===== config.mk =====
export PLATFORM = sky130hd
export DESIGN_NAME = mem_bus_arbiter
export DESIGN_NICKNAME = d
export VERILOG_FILES = /design/src/rtl/mem_arb_pkg.sv /design/src/rtl/rr_select.sv /design/src/rtl/mem_bus_arbiter.sv
export SDC_FILE = /design/constraint.sdc
export NUM_CORES = 1
export LEC_CHECK = 0
export CAP_MARGIN = 10
export CORE_UTILIZATION = 35
export DETAILED_ROUTE_END_ITERATION = 7
export PLACE_DENSITY = 0.84
export SYNTH_ARGS = -nofsm -noshare
export SYNTH_HDL_FRONTEND = slang
export SYNTH_SLANG_ARGS = --single-unit

===== constraint.sdc =====
create_clock -name clk -period 2.9 [get_ports clk]
set_input_delay 0.435 -clock clk [delete_from_list [all_inputs] [get_ports clk]]
set_output_delay 0.435 -clock clk [all_outputs]
set_load 0.01 [all_outputs]

===== src/rtl/mem_arb_pkg.sv =====
// Shared types and constants for the two-master memory bus arbiter.
package mem_arb_pkg;

    typedef enum logic [1:0] {
        IDLE  = 2'd0,
        ISSUE = 2'd1,
        DONE  = 2'd2
    } arb_state_t;

    typedef logic owner_t;

    localparam logic [31:0] ERR_RDATA = 32'hDEAD_BEEF;

endpackage


===== src/rtl/rr_select.sv =====
// Combinational two-way round-robin pick; the master that did not win last time wins a tie.
module rr_select
    import mem_arb_pkg::*;
(
    input  logic req0,
    input  logic req1,
    input  logic last_grant,
    output logic grant_valid,
    output logic grant_owner
);

    // NOTE: every output gets a default first so no path through the block leaves it unassigned (no latch).
    always_comb begin
        grant_valid = req0 | req1;
        grant_owner = owner_t'(1'b0);
        if (req0 && req1) begin
            grant_owner = ~last_grant;
        end else if (req1) begin
            grant_owner = owner_t'(1'b1);
        end
    end

endmodule


===== src/rtl/mem_bus_arbiter.sv =====
// Shares the unified memory bus between the CPU core (master 0) and a secondary requester (master 1).
// Optional wait-state timeout abort is built when ARB_TIMEOUT_EN is defined.
module mem_bus_arbiter
    import mem_arb_pkg::*;
#(
    parameter int ADDR_W  = 32,
    parameter int DATA_W  = 32,
    parameter int TIMEOUT = 16
) (
    input  logic              clk,
    input  logic              reset,
    input  logic              m0_req,
    input  logic              m0_we,
    input  logic [ADDR_W-1:0] m0_adr,
    input  logic [DATA_W-1:0] m0_wdata,
    output logic              m0_ready,
    input  logic              m1_req,
    input  logic              m1_we,
    input  logic [ADDR_W-1:0] m1_adr,
    input  logic [DATA_W-1:0] m1_wdata,
    output logic              m1_ready,
    output logic [DATA_W-1:0] rdata,
    output logic              mem_req,
    output logic              mem_we,
    output logic [ADDR_W-1:0] mem_adr,
    output logic [DATA_W-1:0] mem_wdata,
    input  logic [DATA_W-1:0] mem_rdata,
    input  logic              mem_ack,
    output logic              bus_err
);

    arb_state_t        state, state_nxt;
    owner_t            owner_q;
    owner_t            last_grant;
    logic              we_q;
    logic [ADDR_W-1:0] adr_q;
    logic [DATA_W-1:0] wdata_q;
    logic [DATA_W-1:0] rdata_q;
    logic              grant_valid;
    owner_t            grant_owner;
    logic              timeout_hit;
    logic              err_set;

    rr_select u_rr_select (
        .req0        (m0_req),
        .req1        (m1_req),
        .last_grant  (last_grant),
        .grant_valid (grant_valid),
        .grant_owner (grant_owner)
    );

`ifdef ARB_TIMEOUT_EN
    localparam int CNT_W = $clog2(TIMEOUT + 1);

    logic [CNT_W-1:0] wait_cnt;
    logic             err_q;

    // Counts ISSUE cycles already spent without an ack; an ack in the limit cycle still wins.
    assign timeout_hit = (state == ISSUE) && !mem_ack && (wait_cnt == CNT_W'(TIMEOUT - 1));
    assign err_set     = timeout_hit;
    assign bus_err     = (state == DONE) && err_q;

    always_ff @(posedge clk) begin
        if (reset) begin
            wait_cnt <= '0;
            err_q    <= 1'b0;
        end else begin
            if (state != ISSUE) begin
                wait_cnt <= '0;
            end else if (!mem_ack) begin
                wait_cnt <= wait_cnt + 1'b1;
            end
            if (state == IDLE) begin
                err_q <= 1'b0;
            end else if (err_set) begin
                err_q <= 1'b1;
            end
        end
    end
`else
    logic unused_timeout;

    assign unused_timeout = (TIMEOUT == 0);
    assign timeout_hit    = 1'b0;
    assign err_set        = 1'b0;
    assign bus_err        = 1'b0;
`endif

    always_comb begin
        state_nxt = state;
        unique case (state)
            IDLE:    if (grant_valid) state_nxt = ISSUE;
            ISSUE:   if (mem_ack || timeout_hit) state_nxt = DONE;
            DONE:    state_nxt = IDLE;
            default: state_nxt = IDLE;
        endcase
    end

    // NOTE: sequential state uses non-blocking assignments so every register samples pre-edge values.
    always_ff @(posedge clk) begin
        if (reset) begin
            state      <= IDLE;
            owner_q    <= owner_t'(1'b0);
            last_grant <= owner_t'(1'b1);
            we_q       <= 1'b0;
            adr_q      <= '0;
            wdata_q    <= '0;
            rdata_q    <= '0;
        end else begin
            state <= state_nxt;
            unique case (state)
                IDLE: begin
                    if (grant_valid) begin
                        owner_q <= grant_owner;
                        we_q    <= grant_owner ? m1_we    : m0_we;
                        adr_q   <= grant_owner ? m1_adr   : m0_adr;
                        wdata_q <= grant_owner ? m1_wdata : m0_wdata;
                    end
                end
                ISSUE: begin
                    if (mem_ack) begin
                        rdata_q <= mem_rdata;
                    end else if (err_set) begin
                        rdata_q <= DATA_W'(ERR_RDATA);
                    end
                end
                DONE: begin
                    last_grant <= owner_q;
                end
                default: ;
            endcase
        end
    end

    assign mem_req   = (state == ISSUE);
    assign mem_we    = we_q;
    assign mem_adr   = adr_q;
    assign mem_wdata = wdata_q;
    assign rdata     = rdata_q;
    assign m0_ready  = (state == DONE) && (owner_q == owner_t'(1'b0));
    assign m1_ready  = (state == DONE) && (owner_q == owner_t'(1'b1));

endmodule

# Word level (Yosys, flattened, before mapping)
# Index checks and enable logic that the tools add are counted.
[op_classes]
eq_ne = 4
n_mux = 8
n_bitwise = 3
n_reduce_logical = 7
[op_table]
columns = ["cell", "count"]
rows = [
  ["2-to-1 mux 32 bit", 2],
  ["AND reduction 2 bit", 3],
  ["2-to-1 mux 2 bit", 2],
  ["case mux 2 bit (2 select lines)", 1],
  ["logical AND 1 bit", 3],
  ["2-to-1 mux 1 bit", 3],
  ["== test 2 x 1 -> 1 bit, second input constant", 1],
  ["== test 2 bit, second input constant", 1],
  ["zero test 2 bit", 1],
  ["!= test 2 x 1 -> 1 bit, second input constant", 1],
  ["!= test 2 bit, second input constant", 1],
  ["NOT 1 bit", 2],
  ["OR 1 bit", 1],
]
[word_totals]
ff_bits = 101
input_bits = 167
out_inout_bits = 101

# Logic depth before layout (Yosys ltp)
# Gate-level depths: netlist of run 1.
[logic_depth]
word_depth = 3
depth_mapped = 6

# Cells and area by module
# A second synthesis of run 1 with hierarchy kept.
[unflattened]
hier_cells = 451
hier_area_um2 = 4635.7
[by_module_without_submodules]
columns = ["mod", "instances", "cells_per_inst", "area_per_inst_um2", "seq_area_each_um2"]
rows = [
  ["mem_bus_arbiter", 1, 449, 4621.9, 2021.9],
  ["rr_select", 1, 2, 13.8, 0.0],
]

# Worst setup path after synthesis of run 1
# OpenSTA, ideal clock, no wires.
[synth_timing]
kind = "in2reg"
start = "input port m1_req"
end = "register adr_q[0] (netlist: mem_adr[0])"
arrival_ns = 1.378
required_time_ns = 2.811
path_slack_ns = 1.434
stages = 6
path_buffers = 3
cell_sequence = "or2_1 buf_2 and2_1 buf_6 buf_6 a311oi_2"
[synth_between]
elab_chain_cells = 3
elab_cells_between_ends = 6
cone_classes = "mux (3); bitwise (1); reduce/logical (2)"
[synth_rtl]
columns = ["element", "line_no", "rtl"]
rows = [
  ["from (decl)", "mem_bus_arbiter.sv:17", "input logic m1_req,"],
  ["2-to-1 mux 1 bit / logical AND 1 bit (equally long branches)", "rr_select.sv:18, rr_select.sv:16", ""],
  ["2-to-1 mux 1 bit", "rr_select.sv:16", "if (req0 && req1) begin"],
  ["2-to-1 mux 32 bit", "mem_bus_arbiter.sv:116", "adr_q <= grant_owner ? m1_adr : m0_adr;"],
  ["to (signal assigned)", "mem_bus_arbiter.sv:116", ""],
  ["to (decl)", "mem_bus_arbiter.sv:36", "logic [ADDR_W-1:0] adr_q;"],
]
# Several ways; a longest one is shown, not always the timed one.
# A chain may end at the register's enable or synchronous reset.

# Final worst setup path of run 1
[layout_timing]
start = "register state[0]"
end = "output port m1_ready"
[layout_between]
elab_chain_cells = 2
[layout_rtl]
columns = ["element", "line_no", "rtl"]
rows = [
  ["from (decl)", "mem_bus_arbiter.sv:32", "arb_state_t state, state_nxt;"],
  ["from (signal assigned)", "mem_bus_arbiter.sv:110", "state <= state_nxt;"],
  ["== test 2 bit", "mem_bus_arbiter.sv:141", "assign m1_ready = (state == DONE) && (owner_q == owner_t'(1'b1));"],
  ["logical AND 1 bit", "mem_bus_arbiter.sv:141", ""],
  ["to (decl)", "mem_bus_arbiter.sv:21", "output logic m1_ready,"],
]
# No other way between the ends.

==> results of run 1 <==
## registers in the layout (all words and copies together) (netlist names)
signal,flops
mem_wdata,32
mem_we,1
rdata,32
last_grant,1
mem_adr,32
state,2
owner_q,1
## routing by layer
| layer | global-route usage, % | vias to the layer above |
|---|---|---|
| met1 | 24.4 | 2168 |
| met4 | 11.5 | 0 |
| met2 | 35.2 | 222 |
| li1 | - | 2321 |
| met3 | 7.64 | 35 |
| met5 | 0 | - |
## worst register-to-register path, stage by stage (launching register included)
cell	delay [ns]
dfxtp_1	0.36
nor2_4	0.17
and2_4	0.84
a311oi_2	0.26
## through the flow
step / hold slack, ns / power (W) / setup WS, ns / area [µm²]
4_1_cts: 0.354 / 0.00385 / 0.737 / 7530
3_5_place_dp: 0.446 / 0.00268 / 0.491 / 7250
3_3_place_gp: 0.441 / 0.00266 / 0.567 / 7250
2_1_floorplan: 0.461 / 0.00211 / 1.43 / 4520
6_report: 0.364 / 0.00382 / 0.765 / 7530
5_1_grt: 0.369 / 0.00399 / 0.699 / 7530
## where the power goes
part | total [W] | switching, W | leakage, nW | internal, W
Combinational | 0.00105 | 0.000473 | 1.72 | 0.000581
Clock | 0.00118 | 0.000582 | 0.127 | 0.000595
Sequential | 0.00159 | 0.0000700 | 0.833 | 0.00152
## kinds of logic (layout without fill, tap and decap cells)
family          Yosys count  in the layout  synth area share [%]
buf+inv                  57            294                  6.23
simple gates            206            206                  17.6
flops                   101            101                  44.8
other cells               1              1                0.0830
compound gates          168            168                  31.3
## final cells by class
class,instances,area (µm²),area share (%)
repair buffers,276,2770,36.8
inverters,2,7.51,0.0997
well taps,172,215,2.86
multi-input cells,375,2230,29.6
clock inverters,7,58.8,0.781
flip-flops and latches,101,2020,26.8
clock buffers,9,225,2.99
## final timing paths
path / slack (ns) / cells after the start / end / startpoint
max: 0.77 / 3 / m1_ready / state[0]
min: 0.36 / 2 / rdata[30] / reset
max reg2reg: 1.10 / 3 / mem_adr[11] / state[1]
min reg2reg: 0.45 / 2 / rdata[1] / rdata[1]
## cell usage after synthesis (2+ instances only)
master,count
nand2_1,195
buf_6,6
dfxtp_1,101
a21oi_1,98
a311oi_2,50
inv_1,2
nor2_1,4
clkbuf_1,33
buf_2,15
a311oi_1,15
==> results.json, run 1 <==
{
  "status": "finished, final reports clean",
  "synthTopCellsByArea": "dfxtp_1, a311oi_2, nand2_1, a21oi_1, a311oi_1",
  "diodes": 0,
  "fin_skew_ns": 0.00649,
  "place.detailed.hpwl_um": 10100,
  "coreArea_um2": 12600,
  "grt_pass1_wl_um": 22100,
  "die_w_um": 116,
  "place_inst": 926,
  "crit_arrival_ns": 1.70,
  "power_density_nw_per_um2": 507,
  "io_pins": 268,
  "syn_area_per_cell_um2": 8.47,
  "path_delay_family": "buffers and inverters",
  "ys_async_sr_fraction_pct": 0,
  "wl_met3_um": 1420,
  "seq_area_frac_synth_pct": 44.8,
  "period_share_pct": 73.6,
  "wl_met1_um": 5750,
  "grt_pass1_vias": 4386,
  "filler_cell_count": 1126,
  "max-slew-margin-rel_pct": 32.5,
  "synthesis.nets": 700,
  "fin_cells": 942,
  "start_kind": "flop",
  "hold_viol": 0,
  "h-tree-depth": 3,
  "ys.flop_type": "dfxtp_1",
  "final_core_util_pct": 59.7,
  "final_common_cell": "clkdlybuf4s50_1",
  "cts_buffer_depth": 2,
  "hp-class": "in -> reg",
  "nets": 932,
  "cts_tree": "yes",
  "clock_latency_ns": 0.35,
  "drt-total-wl_um": 14800,
  "cts.sinks": 101,
  "antenna_left": 0,
  "place_congestion": 0.782,
  "synth_area_leader_cell": "dfxtp_1",
  "synth_area_um2": 4520,
  "drv_cap": 0,
  "start_util_pct": 35.8,
  "wl_met2_um": 7110,
  "critPathKind": "reg -> out",
  "area_delta_synth_final_pct": 66.8,
  "grt_max_degree": 69,
  "antenna_found_initial": 0,
  "fp-row-count": 41,
  "cts_resized": 0,
  "path_cells": "nand2b_1, nor2_1, clkdlybuf4s50_1",
  "setup_viol": 0,
  "syn_inst": 533,
  "clockRootBuffer": "clkbuf_16",
  "hold_buffers": 0,
  "period_minus_slack_ns": 2.13,
  "worstMarginPinSlew_ns": 1.01,
  "cp-end-kind": "output pin",
  "drt_iter0_drc": 271,
  "grt_overflow_total": 0,
  "crit_buf_inv": 1,
  "final_cell_mix": "clkdlybuf4s50_1, nand2_1, dfxtp_1, a21oi_1, a311oi_2",
  "yosys.area.top_type_share_pct": 44.8,
  "rsz0062_at_grt": "no",
  "highest_layer": "met4",
  "layout-drive-gt1-share_pct": 10.6,
  "drcViolationCount": 0,
  "synth_cell_types": 24,
  "crit_path_top_delay_cell": "clkdlybuf4s50_1",
  "fin_setup_tns_ns": 0,
  "ir_worst_vdd_uv": 268,
  "synth_edf_count": 0,
  "vias_per_cell": 5.04,
  "slew_viol_final": 0,
  "vias": 4746,
  "leakagePower_nw": 2.68,
  "wl_per_cell_um": 15.7,
  "die_h_um": 116,
  "die_area_um2": 13400,
  "numCtsBuffers": 9,
  "grtUsageTotal_pct": 21.4,
  "required_ns": 2.47,
  "yosys_warnings": 0,
  "clock.fmax_mhz": 468,
  "postCtsSetupBuffers": 0,
  "critPathMaxStageDelay_ns": 0.59,
  "clk_pin_slew_worst_paths_ns": 0.07,
  "drtPass1Iterations": 4,
  "ys_ff_latch": 101,
  "cp_max_fo": 5,
  "io_buffers": 266
}
Power figures use the tool's default switching activity.
==> inputs of run 2 (changes only) <==
==> constraint.sdc (replaced) <==
create_clock -name clk -period 2.15 [get_ports clk]
set_input_delay 0.3225 -clock clk [delete_from_list [all_inputs] [get_ports clk]]
set_output_delay 0.3225 -clock clk [all_outputs]
set_load 0.01 [all_outputs]
==> run 2 against run 1 <==
Effect of this change:
- sequential share of layout area shrank 0.39 points
- non-clock buffer count grew 5
- critical path depth is the same
- count of clock-buffer cells in the layout grew 3
- via count shrank 0.36%
- critical endpoint unchanged
==> results.json, run 2 (same netlist as run 1, synthesis figures left out) <==
{
  "status": "finished, final reports clean",
  "fin_setup_tns_ns": 0,
  "clock.fmax_mhz": 497,
  "cts_resized": 0,
  "grt_overflow_total": 0,
  "io_pins": 268,
  "fp-row-count": 41,
  "cp_max_fo": 5,
  "vias": 4729,
  "period_minus_slack_ns": 2.01,
  "cts.sinks": 101,
  "cp-end-kind": "output pin",
  "antenna_found_initial": 0,
  "h-tree-depth": 3,
  "coreArea_um2": 12600,
  "grt_pass1_wl_um": 22600,
  "multi_input_area_um2": 2230,
  "grt_pass1_vias": 4523,
  "drtPass1Iterations": 4,
  "required_ns": 1.83,
  "period_share_pct": 93.5,
  "io_buffers": 266,
  "place_congestion": 0.789,
  "clock_latency_ns": 0.35,
  "drcViolationCount": 0,
  "placed_area_um2": 7350,
  "busiest_layer": "met2",
  "drv_cap": 0,
  "hold_buffers": 0,
  "hold_viol": 0,
  "vias_per_cell": 4.99,
  "r2r_start": "state[1]",
  "cts_buffer_depth": 2,
  "place_inst": 931,
  "die_w_um": 116,
  "layout-drive-gt1-share_pct": 11.0,
  "clockRootBuffer": "clkbuf_16",
  "filler_cell_count": 1085,
  "rsz0062_at_grt": "no",
  "crit_start": "state[0]",
  "nets": 937,
  "power_density_nw_per_um2": 684,
  "final_cell_mix": "clkdlybuf4s50_1, nand2_1, dfxtp_1, a21oi_1, a311oi_2",
  "crit_arrival_ns": 1.69,
  "antenna_left": 0,
  "post-place-ws_ns": 0.167,
  "r2r_setup_slack_ns": 0.69,
  "hp-class": "reg -> reg",
  "die_area_um2": 13400,
  "die_h_um": 116,
  "r2r_cells": 4,
  "gr-usage-met3_pct": 7.27,
  "drt_iter0_drc": 231,
  "stdcell_area_um2": 7640,
  "fin_cells": 947,
  "start_kind": "flop",
  "leakagePower_nw": 2.75,
  "start_util_pct": 35.8,
  "numCtsBuffers": 9,
  "slew_viol_final": 0,
  "area_delta_synth_final_pct": 69.2,
  "ir_worst_vdd_uv": 376,
  "drt-total-wl_um": 14800,
  "wl_per_cell_um": 15.6,
  "r2r-end": "mem_wdata[3]",
  "critPathKind": "reg -> out",
  "clk_pin_slew_worst_paths_ns": 0.06,
  "cts_tree": "yes",
  "place.detailed.hpwl_um": 10500,
  "grt_max_degree": 69,
  "diodes": 0,
  "postCtsSetupBuffers": 0,
  "fin_skew_ns": 0.00270,
  "setup_viol": 0,
  "use_met2_pct": 37.8,
  "setup_ws_ns": 0.140,
  "worstMarginPinSlew_ns": 0.613,
  "register_area_um2": 2020,
  "max-slew-margin-rel_pct": 59.1,
  "fin_total_pwr_w": 0.00523,
  "crit_end": "m1_ready",
  "grtUsageTotal_pct": 22.0,
  "final_common_cell": "clkdlybuf4s50_1",
  "grt_use_met1_pct": 24.6
}
[run 2: through the flow]
stage	utilization, %	hold slack [ns]
floorplan	-	0.458
global placement	58.2	0.441
detailed placement	58.2	0.447
CTS	60.6	0.456
global route	60.6	0.470
finish	60.6	0.452
[run 2: critical path: stages (launching register included)]
cell and delay (ns):
dfxtp_1 0.36, nand2b_1 0.20, nor2_1 0.19, clkdlybuf4s50_1 0.59
[run 2: worst min path at each step]
stage / start / endpoint / slack, ns / cells after the start
2_1_floorplan: mem_rdata[0] / rdata[0] / 0.46 / 2
3_3_place_gp: rdata[12] / rdata[12] / 0.44 / 2
3_5_place_dp: rdata[9] / rdata[9] / 0.45 / 2
4_1_cts: rdata[23] / rdata[23] / 0.46 / 2
5_1_grt: rdata[16] / rdata[16] / 0.47 / 2
6_report: rdata[25] / rdata[25] / 0.45 / 2
[run 2: power breakdown]
group          switching, W  leakage (nW)  internal, W  total, W
Sequential        0.0000940         0.833      0.00205   0.00214
Combinational      0.000649          1.77     0.000815   0.00146
Clock              0.000689         0.143     0.000931   0.00162
[run 2: final cells by class]
class	count	share of cell area (%)
Timing Repair Buffer	281	37.6
Multi-Input combinational cell	375	29.2
Sequential cell	101	26.5
Clock buffer	12	3.23
Tap cell	172	2.82
Clock inverter	4	0.622
Inverter	2	0.0982
[run 2: layer usage]
layer  wire, µm  vias up
met4        383        0
met2       7320      182
met1       5750     2189
met3       1300       23
met5          0        -
li1           -     2335
